<file path="config.mk">
export PLATFORM = sky130hd
export DESIGN_NAME = ar_rr_arbiter
export DESIGN_NICKNAME = d
export VERILOG_FILES = /design/src/rtl/ar_rr_arbiter.sv
export SDC_FILE = /design/constraint.sdc
export NUM_CORES = 1
export LEC_CHECK = 0
export BUFFER_PORTS_ARGS = -buffer_cell sky130_fd_sc_hd__buf_4
export CORE_AREA = 2 2 119 121
export DETAILED_ROUTE_END_ITERATION = 8
export DIE_AREA = 0 0 121 123
export GPL_TIMING_DRIVEN = 0
export PLACE_DENSITY = 0.73
export SETUP_SLACK_MARGIN = 0.05
export SYNTH_ARGS = -nofsm -noshare
export SYNTH_HDL_FRONTEND = slang
export SYNTH_SLANG_ARGS = --single-unit
</file>
<file path="constraint.sdc">
create_clock -name clk -period 4.8 [get_ports clk]
set_input_delay 0.96 -clock clk [delete_from_list [all_inputs] [get_ports clk]]
set_output_delay 0.96 -clock clk [all_outputs]
set_load 0.05 [all_outputs]
</file>
<file path="src/rtl/ar_rr_arbiter.sv">
// Round-robin arbiter sharing one registered AR channel among NUM_REQ requesters,
// with a per-source outstanding-read limit tracked through a completion port.
module ar_rr_arbiter #(
  parameter int unsigned NUM_REQ    = 4,
  parameter int unsigned ID_WIDTH   = 4,
  parameter int unsigned ADDR_WIDTH = 32,
  parameter int unsigned LEN_WIDTH  = 8,
  parameter int unsigned TAG_WIDTH  = 4,
  parameter int unsigned MAX_OUT    = 8,
  localparam int unsigned SRC_W     = $clog2(NUM_REQ),
  localparam int unsigned CNT_W     = $clog2(MAX_OUT + 1)
) (
  input  logic                            clk,
  input  logic                            rst,
  input  logic [NUM_REQ-1:0]              req_valid,
  output logic [NUM_REQ-1:0]              req_ready,
  input  logic [NUM_REQ*ID_WIDTH-1:0]     req_id,
  input  logic [NUM_REQ*ADDR_WIDTH-1:0]   req_addr,
  input  logic [NUM_REQ*LEN_WIDTH-1:0]    req_len,
  input  logic [NUM_REQ*3-1:0]            req_size,
  input  logic [NUM_REQ*2-1:0]            req_burst,
  input  logic [NUM_REQ*4-1:0]            req_qos,
  input  logic [NUM_REQ*TAG_WIDTH-1:0]    req_tagid,
  output logic                            m_valid,
  input  logic                            m_ready,
  output logic [ID_WIDTH-1:0]             m_id,
  output logic [ADDR_WIDTH-1:0]           m_addr,
  output logic [LEN_WIDTH-1:0]            m_len,
  output logic [2:0]                      m_size,
  output logic [1:0]                      m_burst,
  output logic [3:0]                      m_qos,
  output logic [TAG_WIDTH-1:0]            m_tagid,
  output logic [SRC_W-1:0]                m_src,
  input  logic                            done_valid,
  input  logic [SRC_W-1:0]                done_src,
  output logic                            busy,
  output logic                            err_underflow
);

  typedef struct packed {
    logic [ID_WIDTH-1:0]   id;
    logic [ADDR_WIDTH-1:0] addr;
    logic [LEN_WIDTH-1:0]  len;
    logic [2:0]            size;
    logic [1:0]            burst;
    logic [3:0]            qos;
    logic [TAG_WIDTH-1:0]  tagid;
  } ar_t;

  logic               m_valid_q, m_valid_d;
  ar_t                ar_q, ar_d, sel_ar;
  logic [SRC_W-1:0]   src_q, src_d;
  logic [SRC_W-1:0]   ptr_q, ptr_d;
  logic [CNT_W-1:0]   cnt_q [NUM_REQ];
  logic [CNT_W-1:0]   cnt_d [NUM_REQ];
  logic               err_q, err_d;

  logic [NUM_REQ-1:0] eligible, hi_elig, pick;
  logic [SRC_W-1:0]   win;
  logic               found, can_load, grant, cnt_nz;

  // Eligibility uses the registered counters, so a same-cycle done cannot unblock.
  always_comb begin
    eligible = '0;
    hi_elig  = '0;
    cnt_nz   = 1'b0;
    for (int i = 0; i < NUM_REQ; i++) begin
      eligible[i] = req_valid[i] && (cnt_q[i] < CNT_W'(MAX_OUT));
      hi_elig[i]  = eligible[i] && (SRC_W'(i) >= ptr_q);
      cnt_nz      = cnt_nz | (cnt_q[i] != '0);
    end
  end

  // Rotating priority: lowest eligible index at or above ptr, else lowest overall.
  always_comb begin
    pick  = (|hi_elig) ? hi_elig : eligible;
    win   = '0;
    found = 1'b0;
    for (int i = 0; i < NUM_REQ; i++) begin
      if (!found && pick[i]) begin
        found = 1'b1;
        win   = SRC_W'(i);
      end
    end
  end

  assign can_load = ~m_valid_q | m_ready;
  assign grant    = can_load & (|eligible);

  always_comb begin
    req_ready = '0;
    sel_ar    = '0;
    for (int i = 0; i < NUM_REQ; i++) begin
      req_ready[i] = grant && (win == SRC_W'(i));
      if (win == SRC_W'(i)) begin
        sel_ar.id    = req_id[i*ID_WIDTH +: ID_WIDTH];
        sel_ar.addr  = req_addr[i*ADDR_WIDTH +: ADDR_WIDTH];
        sel_ar.len   = req_len[i*LEN_WIDTH +: LEN_WIDTH];
        sel_ar.size  = req_size[i*3 +: 3];
        sel_ar.burst = req_burst[i*2 +: 2];
        sel_ar.qos   = req_qos[i*4 +: 4];
        sel_ar.tagid = req_tagid[i*TAG_WIDTH +: TAG_WIDTH];
      end
    end
  end

  // Next-state: output register, pointer, outstanding counters, sticky error.
  always_comb begin
    logic inc;
    logic dec;
    m_valid_d = m_valid_q;
    ar_d      = ar_q;
    src_d     = src_q;
    ptr_d     = ptr_q;
    cnt_d     = cnt_q;
    err_d     = err_q;
    inc       = 1'b0;
    dec       = 1'b0;
    if (grant) begin
      m_valid_d = 1'b1;
      ar_d      = sel_ar;
      src_d     = win;
      ptr_d     = (win == SRC_W'(NUM_REQ - 1)) ? '0 : win + 1'b1;
    end else if (m_valid_q && m_ready) begin
      m_valid_d = 1'b0;
    end
    if (done_valid && (32'(done_src) >= NUM_REQ)) err_d = 1'b1;
    for (int i = 0; i < NUM_REQ; i++) begin
      inc = grant && (win == SRC_W'(i));
      dec = done_valid && (done_src == SRC_W'(i));
      if (dec && (cnt_q[i] == '0)) err_d = 1'b1;
      if (inc && !dec) begin
        cnt_d[i] = cnt_q[i] + 1'b1;
      end else if (dec && !inc && (cnt_q[i] != '0)) begin
        cnt_d[i] = cnt_q[i] - 1'b1;
      end
    end
  end

  always_ff @(posedge clk) begin
    if (!rst) begin
      m_valid_q <= 1'b0;
      ar_q      <= '0;
      src_q     <= '0;
      ptr_q     <= '0;
      err_q     <= 1'b0;
      for (int i = 0; i < NUM_REQ; i++) cnt_q[i] <= '0;
    end else begin
      m_valid_q <= m_valid_d;
      ar_q      <= ar_d;
      src_q     <= src_d;
      ptr_q     <= ptr_d;
      err_q     <= err_d;
      cnt_q     <= cnt_d;
    end
  end

  assign m_valid       = m_valid_q;
  assign m_id          = ar_q.id;
  assign m_addr        = ar_q.addr;
  assign m_len         = ar_q.len;
  assign m_size        = ar_q.size;
  assign m_burst       = ar_q.burst;
  assign m_qos         = ar_q.qos;
  assign m_tagid       = ar_q.tagid;
  assign m_src         = src_q;
  assign busy          = m_valid_q | cnt_nz;
  assign err_underflow = err_q;

endmodule

</file>
==> metrics.yaml <==
run_status:
  outcome: "completed"
synth:
  synthArstFlopShare: 0
  syn_avg_cell_area_um2: 7.64
  syn_area_um2: 5370
  synthesis.nets: 957
  synth-main-ff-cell: "dfxtp_1"
  yosys_warnings: 0
  yosysUniqueCellTypes: 48
  yosysSeqAreaShare: 0.295
  syn-instance-count: 703
  synth_edf_count: 0
  ys_ff_latch: 79
clocking:
  clk_path_buf_depth: 2
  cts_inserted_buffers: 9
  cts_root_buf: "clkbuf_16"
  hold_buffers: 0
  cts_max_level: 3
  clock-sinks: 79
  clkLatencyLatePin_ns: 0.35
  cts.clk_slew.worst_paths_ns: 0.06
  cts_tree: "built"
  cts_setup_buffers: 0
routing:
  vias: 6720
  drcViolationCount: 0
  drt-vias-per-instance: 5.61
  initialDrtViolationCount: 408
  final_antenna_net_count: 0
  dr.pass1.iters: 6
  avgRoutedWirePerCell_um: 19.3
  drt-total-wl_um: 23100
run:
  maxCapViolCount: 0
sta:
  slew_headroom: 0.400
  worstMarginPinSlew_ns: 0.892
  post-route-period-util: 0.939
  holdWs_ns: 0.454
  setup_viol: 0
  rsz0062_at_grt: "true"
  hold_viol: 0
  fmax_mhz: 222
  fin_tns_setup_ns: 0
  fin_ws_ns: 0.293
  fin_crit_ns: 4.51
  finalClockSkew_ns: 0.00656
  slew_viol_final: 0
cells_and_area:
  finalNetCount: 1268
  drive_gt1_frac: 0.339
  n_fill_cell: 1318
  final_util: 0.601
  finalNonFillerCells: 1198
  diodes: 0
  syn_to_final_growth_pct: 52.3
floorplan:
  io_pins: 304
  dieHeight_um: 123
  start_util: 0.395
  die_x_um: 121
  rows: 43
  dieArea_um2: 14900
  core-area_um2: 13600
pwr:
  ir_drop_mv: 0.330
  powerDensity_nw_per_um2: 713
  leakagePower_nw: 4.02
global_routing:
  grt_max_degree: 13
  grtUsageTotal: 0.299
  grt_pass1_wl_um: 34200
  antenna_found_initial: 0
  grt_pass1_vias: 6331
  grt-ovfl-total: 0
placed_design:
  dp_hpwl_um: 17900
  globalplace.congestion: 0.941
  port_buffers: 302
  dp_slack_ns: -0.255
  dp_cells: 1185
setup_path:
  cp_slowest_stage_delay_ns: 0.55
  cp-end-kind: "output pin"
  worst-path-buf-inv: 3
  worstPathArrival_ns: 3.55
  crit_top_cell: "buf_4"
  r2r_slack_ns: 0.81
  startpoint_type: "primary input"
  worstPathRequired_ns: 3.84
  cpLargestDelayFamily: "buffers and inverters"
  worst-path-max-fanout: 10
  crit_type: "in -> out"
  path_cells: "buf_4 > nor2b_1 > mux2i_1 > o21ai_0 > ha_2 > clkbuf_1 > and2_1 > buf_4"
  cp_slowest_cell: "clkbuf_1"
min_path:
  min_path_type: "reg -> reg"
[cell usage in the layout, fill, tap and decap left out, drive strengths merged, types with 6 or more instances in the layout]
| master | netlist | routed |
|---|---|---|
| nand2 | 80 | 80 |
| nor2 | 7 | 7 |
| o211a | 57 | 57 |
| nor3 | 7 | 7 |
| mux2i | 13 | 13 |
| ha | 12 | 12 |
| clkbuf | 59 | 68 |
| nand3b | 59 | 59 |
| nand2b | 8 | 8 |
| dfxtp | 79 | 79 |
| o21ai | 63 | 63 |
| buf | 13 | 315 |
| inv | 6 | 6 |
| a21oi | 182 | 182 |
[metal layers]
layer / track usage / vias to the layer above / share of wire
li1: - / 3196 / -
met1: 0.383 / 3134 / 0.40
met2: 0.477 / 334 / 0.47
met3: 0.0886 / 56 / 0.089
met4: 0.110 / 0 / 0.035
met5: 0 / - / 0
[path summary, 6_finish.rpt]
kind	start	to	cells after the start
hold reg to reg	m_src[1]$_SDFFE_PN0P_	m_src[1]$_SDFFE_PN0P_	2
hold / removal	m_src[1]$_SDFFE_PN0P_	m_src[1]$_SDFFE_PN0P_	2
setup reg to reg	cnt_q[7]$_SDFFE_PN0P_	cnt_q[15]$_SDFFE_PN0P_	14
setup / recovery	req_valid[2]	req_ready[2]	8
[final cells by class]
class                      count  area [um2]  area share
clock inverter                 4        70.1     0.00857
multi-input combinational    545        3470       0.425
clock buffer                  11         243      0.0297
sequential                    79        1580       0.193
buffer                        70         293      0.0358
tap                          180         225      0.0275
timing repair buffer         302        2270       0.277
inverter                       7        26.3     0.00321
[state kept, by name, indices dropped and copies added (netlist names), 3 cells and up]
register and cells:
m_tagid 4, cnt_q 16, m_addr 32, m_id 4
m_len 8, m_qos 4, m_size 3
[synthesized netlist by cell type, types with 4 or more instances]
library cell  count  area [um2]
a21o_1            4        30.0
a21oi_1         180         901
and3_1            4        25.0
buf_2             8        40.0
clkbuf_1         59         221
dfxtp_1          79        1580
fa_1              4        80.1
ha_1             12         150
inv_1             6        22.5
mux2i_1          13         130
nand2_1          80         300
nand2b_1          8        50.1
nand3b_1         59         443
nor2_1            7        26.3
nor3_1            7        35.0
nor3b_1           4        30.0
o211a_1          57         571
o21ai_0          56         280
o21ai_1           7        35.0
[through the flow]
step	instance area, um2	power (W)
final	8180	0.00583
after global routing	8180	0.00621
after CTS	8180	0.00579
after detailed placement	7860	0.00503
after global placement	7860	0.00500
after floorplan	5370	0.00380
[kinds of logic (layout without fill, tap and decap cells)]
kind of cell	count (synthesis)	after routing	synth area share
xor+xnor	4	4	0.00652
mux	13	13	0.0242
compound gates	323	323	0.377
buf+inv	79	394	0.0599
simple gates	189	189	0.195
flops	79	79	0.295
fa+ha+maj	16	16	0.0429
[tightest hold or removal path, delay by kind of cell (launching register included)]
kind	cells	cell delay, ns
AOI/OAI and AO/OA	1	0.05
DFF	1	0.31
and+or+nand+nor	1	0.05
[timing repair]
item | 4_1_cts | 5_1_grt
resized for setup | 3 | 6
gates cloned | 0 | 0
endpoints found under the hold margin | 0 | 0
endpoints found under the setup margin | 3 | 4
[report_power, final]
| part | internal (W) | total, W | switching [W] |
|---|---|---|---|
| combinational | 0.00142 | 0.00397 | 0.00256 |
| sequential | 0.000920 | 0.00112 | 0.000196 |
| clock | 0.000465 | 0.000742 | 0.000277 |
Note: power is estimated with default switching activity, not from simulation.
